===== src/rtl/hs_arb_pkg.sv =====
// Shared definitions for the 4-client handshake arbiter: sizes, timeout default,
// FSM state encoding and the round-robin pick helper.
package hs_arb_pkg;

  localparam int ARB_NREQ = 4;
  localparam int ARB_TMO  = 255;
  localparam int CNT_W    = 8;

  typedef enum logic [2:0] {
    ST_IDLE = 3'd0,
    ST_FWD  = 3'd1,
    ST_HOLD = 3'd2,
    ST_RTZ  = 3'd3,
    ST_ERR  = 3'd4
  } arb_state_e;

  // First set bit at or after ptr, wrapping 3->0; returns ptr when req is empty.
  function automatic logic [1:0] rr_pick(input logic [ARB_NREQ-1:0] req,
                                         input logic [1:0]          ptr);
    logic [1:0] idx;
    logic [1:0] pick;
    logic       found;
    pick  = ptr;
    found = 1'b0;
    for (int i = 0; i < ARB_NREQ; i++) begin
      idx = ptr + 2'(i);
      if (!found && req[idx]) begin
        pick  = idx;
        found = 1'b1;
      end
    end
    return pick;
  endfunction

endpackage


===== src/rtl/hs_arbiter4_sync2.sv =====
// Two-flop synchronizer for a single asynchronous bit, cleared by RST.
module sync2 (
  input  logic CLK,
  input  logic RST,
  input  logic d,
  output logic q
);

  logic meta_q;
  logic sync_q;

  always_ff @(posedge CLK or posedge RST) begin
    if (RST) begin
      meta_q <= 1'b0;
      sync_q <= 1'b0;
    end else begin
      meta_q <= d;
      sync_q <= meta_q;
    end
  end

  assign q = sync_q;

endmodule


===== src/rtl/hs_arbiter4.sv =====
// Round-robin arbiter bridging four 4-phase clients onto one 4-phase shared
// datapath, with a sticky timeout error when the datapath stops answering.
module hs_arbiter4
  import hs_arb_pkg::*;
#(
  parameter int NREQ = ARB_NREQ,
  parameter int TMO  = ARB_TMO
) (
  input  logic            CLK,
  input  logic            RST,
  input  logic [NREQ-1:0] REQ,
  output logic [NREQ-1:0] ACK,
  output logic            RES_REQ,
  input  logic            RES_ACK,
  output logic [1:0]      SEL,
  output logic            BUSY,
  output logic            ERR
);

  localparam logic [CNT_W-1:0] TMO_C = CNT_W'(TMO);

  arb_state_e       state_q, state_d;
  logic [NREQ-1:0]  req_s;
  logic             res_ack_s;
  logic [1:0]       ptr_q, ptr_d;
  logic [1:0]       sel_q, sel_d;
  logic [NREQ-1:0]  ack_q, ack_d;
  logic             res_req_q, res_req_d;
  logic             err_q, err_d;
  logic [CNT_W-1:0] cnt_q, cnt_d, cnt_inc;
  logic             tmo_hit;

  for (genvar gi = 0; gi < NREQ; gi++) begin : g_req_sync
    sync2 u_sync (
      .CLK (CLK),
      .RST (RST),
      .d   (REQ[gi]),
      .q   (req_s[gi])
    );
  end

  sync2 u_ack_sync (
    .CLK (CLK),
    .RST (RST),
    .d   (RES_ACK),
    .q   (res_ack_s)
  );

  always_comb begin
    cnt_inc   = (cnt_q == TMO_C) ? cnt_q : cnt_q + 1'b1;
    tmo_hit   = (cnt_inc == TMO_C);
    state_d   = state_q;
    ptr_d     = ptr_q;
    sel_d     = sel_q;
    ack_d     = ack_q;
    res_req_d = res_req_q;
    err_d     = err_q;
    cnt_d     = cnt_q;

    unique case (state_q)
      ST_IDLE: begin
        if (|req_s) begin
          sel_d     = rr_pick(req_s, ptr_q);
          res_req_d = 1'b1;
          cnt_d     = '0;
          state_d   = ST_FWD;
        end
      end
      ST_FWD: begin
        if (res_ack_s) begin
          ack_d   = NREQ'(1) << sel_q;
          state_d = ST_HOLD;
        end else begin
          cnt_d = cnt_inc;
          if (tmo_hit) state_d = ST_ERR;
        end
      end
      // Only the granted client's drop matters here; a client that dropped
      // early just makes this state last a single cycle.
      ST_HOLD: begin
        if (!req_s[sel_q]) begin
          res_req_d = 1'b0;
          cnt_d     = '0;
          state_d   = ST_RTZ;
        end
      end
      ST_RTZ: begin
        if (!res_ack_s) begin
          ack_d   = '0;
          ptr_d   = sel_q + 2'd1;
          state_d = ST_IDLE;
        end else begin
          cnt_d = cnt_inc;
          if (tmo_hit) state_d = ST_ERR;
        end
      end
      ST_ERR:  state_d = ST_ERR;
      default: state_d = ST_ERR;
    endcase

    // Entering or sitting in ERR parks both handshakes low until reset.
    if (state_d == ST_ERR) begin
      ack_d     = '0;
      res_req_d = 1'b0;
      err_d     = 1'b1;
    end
  end

  always_ff @(posedge CLK or posedge RST) begin
    if (RST) begin
      state_q   <= ST_IDLE;
      ptr_q     <= '0;
      sel_q     <= '0;
      ack_q     <= '0;
      res_req_q <= 1'b0;
      err_q     <= 1'b0;
      cnt_q     <= '0;
    end else begin
      state_q   <= state_d;
      ptr_q     <= ptr_d;
      sel_q     <= sel_d;
      ack_q     <= ack_d;
      res_req_q <= res_req_d;
      err_q     <= err_d;
      cnt_q     <= cnt_d;
    end
  end

  assign ACK     = ack_q;
  assign RES_REQ = res_req_q;
  assign SEL     = sel_q;
  assign ERR     = err_q;
  assign BUSY    = (state_q == ST_FWD) || (state_q == ST_HOLD) || (state_q == ST_RTZ);

endmodule

===== config.mk =====
export PLATFORM = sky130hd
export DESIGN_NAME = hs_arbiter4
export DESIGN_NICKNAME = d
export VERILOG_FILES = /design/src/rtl/hs_arb_pkg.sv /design/src/rtl/hs_arbiter4_sync2.sv /design/src/rtl/hs_arbiter4.sv
export SDC_FILE = /design/constraint.sdc
export NUM_CORES = 1
export LEC_CHECK = 0
export BUFFER_PORTS_ARGS = -buffer_cell sky130_fd_sc_hd__buf_2
export CAP_MARGIN = 10
export CORE_MARGIN = 4
export CORE_UTILIZATION = 45
export DETAILED_ROUTE_END_ITERATION = 7
export GPL_ROUTABILITY_DRIVEN = 0
export PLACE_DENSITY = 0.69
export SLEW_MARGIN = 15
export SYNTH_ARGS = -nofsm -noshare
export SYNTH_HDL_FRONTEND = slang
export SYNTH_HIERARCHICAL = 1
export SYNTH_SLANG_ARGS = --single-unit

===== constraint.sdc =====
create_clock -name CLK -period 3.26 [get_ports CLK]
set_clock_uncertainty 0.2 [all_clocks]
set_input_delay 0.978 -clock CLK [delete_from_list [all_inputs] [get_ports CLK]]
set_output_delay 0.978 -clock CLK [all_outputs]
set_load 0.05 [all_outputs]

==> flow_metrics.tcl <==
set metrics [dict create \
    synth_area_um2 1730 \
    leakagePower_uw 0.000876 \
    regToRegEndpoint "ACK[0]" \
    pre_cts_ws_ps 902 \
    dr.max_layer_used "met4" \
    cp_data_required_time_ps 2080 \
    critPathArrivalTime_ps 1470 \
    ys_seq_area_frac 0.448 \
    clockPowerShare 0.217 \
    io_pins 16 \
    cts_tree "done" \
    syn2layout_area_growth_pct 11.1 \
    power_density_nw_per_um2 809 \
    worstMarginPinSlew_ps 839 \
    ir_worst_vdd_mv 0.411 \
    min_period_over_period 0.813 \
    slowest_stage "dfrtp_1" \
    synth_top_area_frac 0.448 \
    vias 1412 \
    fin_crit_ps 2650 \
    setup_viol 0 \
    syn_inst 191 \
    endpoint_kind "output pin" \
    clock-root-buffer "clkbuf_8" \
    critPathMostFrequentCell "nor2_1" \
    dr.pass1.iters 4 \
    yosysUniqueCellTypes 45 \
    setup-tns-final_ps 0 \
    holdWs_ps 148 \
    coreArea_um2 3690 \
    max_cap_viol_count 0 \
    wl_per_cell_um 14.1 \
    status "complete, no violations" \
    clock_latency_ps 280 \
    ant_nets 0 \
    post-synth-top-area-cell "dfrtp_1" \
    portBuffers 15 \
    antenna_found_initial 0 \
    die_area_um2 4900 \
    synth-async-reset-ratio 1.00 \
    fill_cells 373 \
    grt_usage 0.161 \
    viasPerCell 5.60 \
    pwr-share-seq 0.394 \
    r2r_slack_ps 880 \
    fin_area_um2 1920 \
    num_rows 22 \
    grt_remaining_overflow 0 \
    finalHoldViolations 0 \
    start_util 0.469 \
    switchingPower_uw 700 \
    rsz0062_at_grt "no" \
    slew_headroom 0.440 \
    htreeDepth 2 \
    ys_warn_count 6 \
    intPower_uw 855 \
    critical_path.max_stage_delay_ps 640 \
    drive_above_1_share 0.152 \
    synth_commonest_cells "dfrtp_1 (31), a21oi_1 (20), nor2_1 (17), inv_1 (16), nand2_1 (15)" \
    cts_buffers 5 \
    synth_edf_count 0 \
    cts.repair.resized 0 \
    grt_pass1_wl_um 6320 \
    setup_ws_ps 611 \
    synth_ff_type "dfrtp_1" \
    hold_path.class "register to register" \
    crit_type "register to output pin" \
    place_area_um2 1820 \
    drc 0 \
    clock_path_buffers 2 \
    wl_met2_um 1720 \
    clkTransAtPathRegs_ps 70 \
    grt_pass1_vias 1379 \
    finalWirelength_um 3560 \
    synth_fp_nets 203 \
    dp_hpwl_um 2520 \
    final-max-slew-violation-count 0 \
    hold_path_startpoint "g_req_sync[0].u_sync/meta_q" \
    yosys-top-cells-area "dfrtp_1 (45%), a21oi_1 (5.8%), nand3_1 (3.8%)" \
    wl_met3_um 219 \
    holdPathStages 0 \
    fmax_mhz 378 \
    final_nets 215 \
    drtIter0Drc 127 \
    ys_seq_elements 31 \
    switching_share 0.450 \
    wl_met1_um 1580 \
    path_cells "nor2_1 > nor2_1 > buf_2" \
    die_x_um 70.0 \
    cp-start-kind "register" \
    worstPathMaxFanout 16 \
    r2r-start "cnt_q[0]" \
    comb_power_share 0.388 \
    post_cts_buffers 0 \
    holdPathEnd "g_req_sync[0].u_sync/q" \
    n_antenna_cell 0 \
    reg2reg_depth 6 \
    grt_max_degree 22 \
    clkSinkCount 31 \
    die_h_um 70.0 \
    syn_avg_cell_area_um2 9.06 \
    yosysMostFrequentCell "dfrtp_1" \
    hold_buffers 0 \
]
==> cells by family after synthesis <==
logic type / Yosys count / share of synthesized area
flops: 31 / 0.448
simple gates: 74 / 0.223
fa+ha+maj: 5 / 0.0362
buf+inv: 26 / 0.0615
xor+xnor: 2 / 0.0101
mux: 2 / 0.0195
compound gates: 51 / 0.201
==> layout by cell type, fill, tap and decap left out, types with 3 or more instances in the layout <==
| cell | n |
|---|---|
| and3_1 | 4 |
| nand2b_1 | 5 |
| nor2_1 | 17 |
| nand2_1 | 15 |
| buf_2 | 15 |
| ha_1 | 5 |
| inv_1 | 16 |
| nand3_1 | 13 |
| nand4_1 | 3 |
| o22ai_1 | 3 |
| o21ai_0 | 7 |
| clkbuf_8 | 7 |
| dfrtp_1 | 31 |
| a21oi_1 | 20 |
| nor2b_1 | 4 |
==> metrics by stage <==
stage          cells   util  power, uW
6_report         252  0.521       1560
3_3_place_gp     244  0.493       1220
2_1_floorplan    191      -       1080
4_1_cts          252  0.521       1570
5_1_grt          252  0.521       1670
3_5_place_dp     244  0.493       1220
==> flip-flops by register name (all words and copies together), names as in the netlist, 2 cells and up <==
| register | cells |
|---|---|
| cnt_q | 8 |
| ACK | 4 |
| g_req_sync.u_sync/meta_q | 4 |
| g_req_sync.u_sync/q | 4 |
| state_q | 3 |
| SEL | 2 |
| ptr_q | 2 |
==> layout make-up <==
type | count | area, um^2 | area share
well taps | 48 | 60.1 | 0.0312
flip-flops and latches | 31 | 776 | 0.403
clock buffers | 7 | 96.3 | 0.0501
multi-input cells | 134 | 848 | 0.441
inverters | 16 | 60.1 | 0.0312
repair buffers | 15 | 75.1 | 0.0390
clock inverters | 1 | 7.51 | 0.00390
==> worst max-delay path by stage <==
stage / startpoint / endpoint / slack (ps) / cells after the start
2_1_floorplan: state_q[1] / BUSY / 900 / 3
3_3_place_gp: cnt_q[0] / ACK[1] / 960 / 6
3_5_place_dp: cnt_q[0] / ACK[0] / 900 / 6
4_1_cts: state_q[0] / BUSY / 630 / 3
5_1_grt: state_q[0] / BUSY / 560 / 3
6_report: state_q[0] / BUSY / 610 / 3
==> critical path, delay by kind of cell (launching register included) <==
family	cells	cell delay [ps]
DFF	1	640
buffers and inverters	1	290
and+or+nand+nor	2	240
==> power by group through the flow <==
stage | combinational [uW] | clock, uW | sequential (uW)
6_report | 604 | 338 | 613
3_3_place_gp | 599 | 0 | 617
3_5_place_dp | 604 | 0 | 619
2_1_floorplan | 393 | 0 | 691
5_1_grt | 676 | 364 | 632
4_1_cts | 609 | 346 | 613
==> routing by layer <==
layer,GRT usage,vias up
met4,0.0511,0
met2,0.265,36
met3,0.0460,4
met1,0.203,672
met5,0,-
li1,-,700
(Power assumes the default switching activity.)
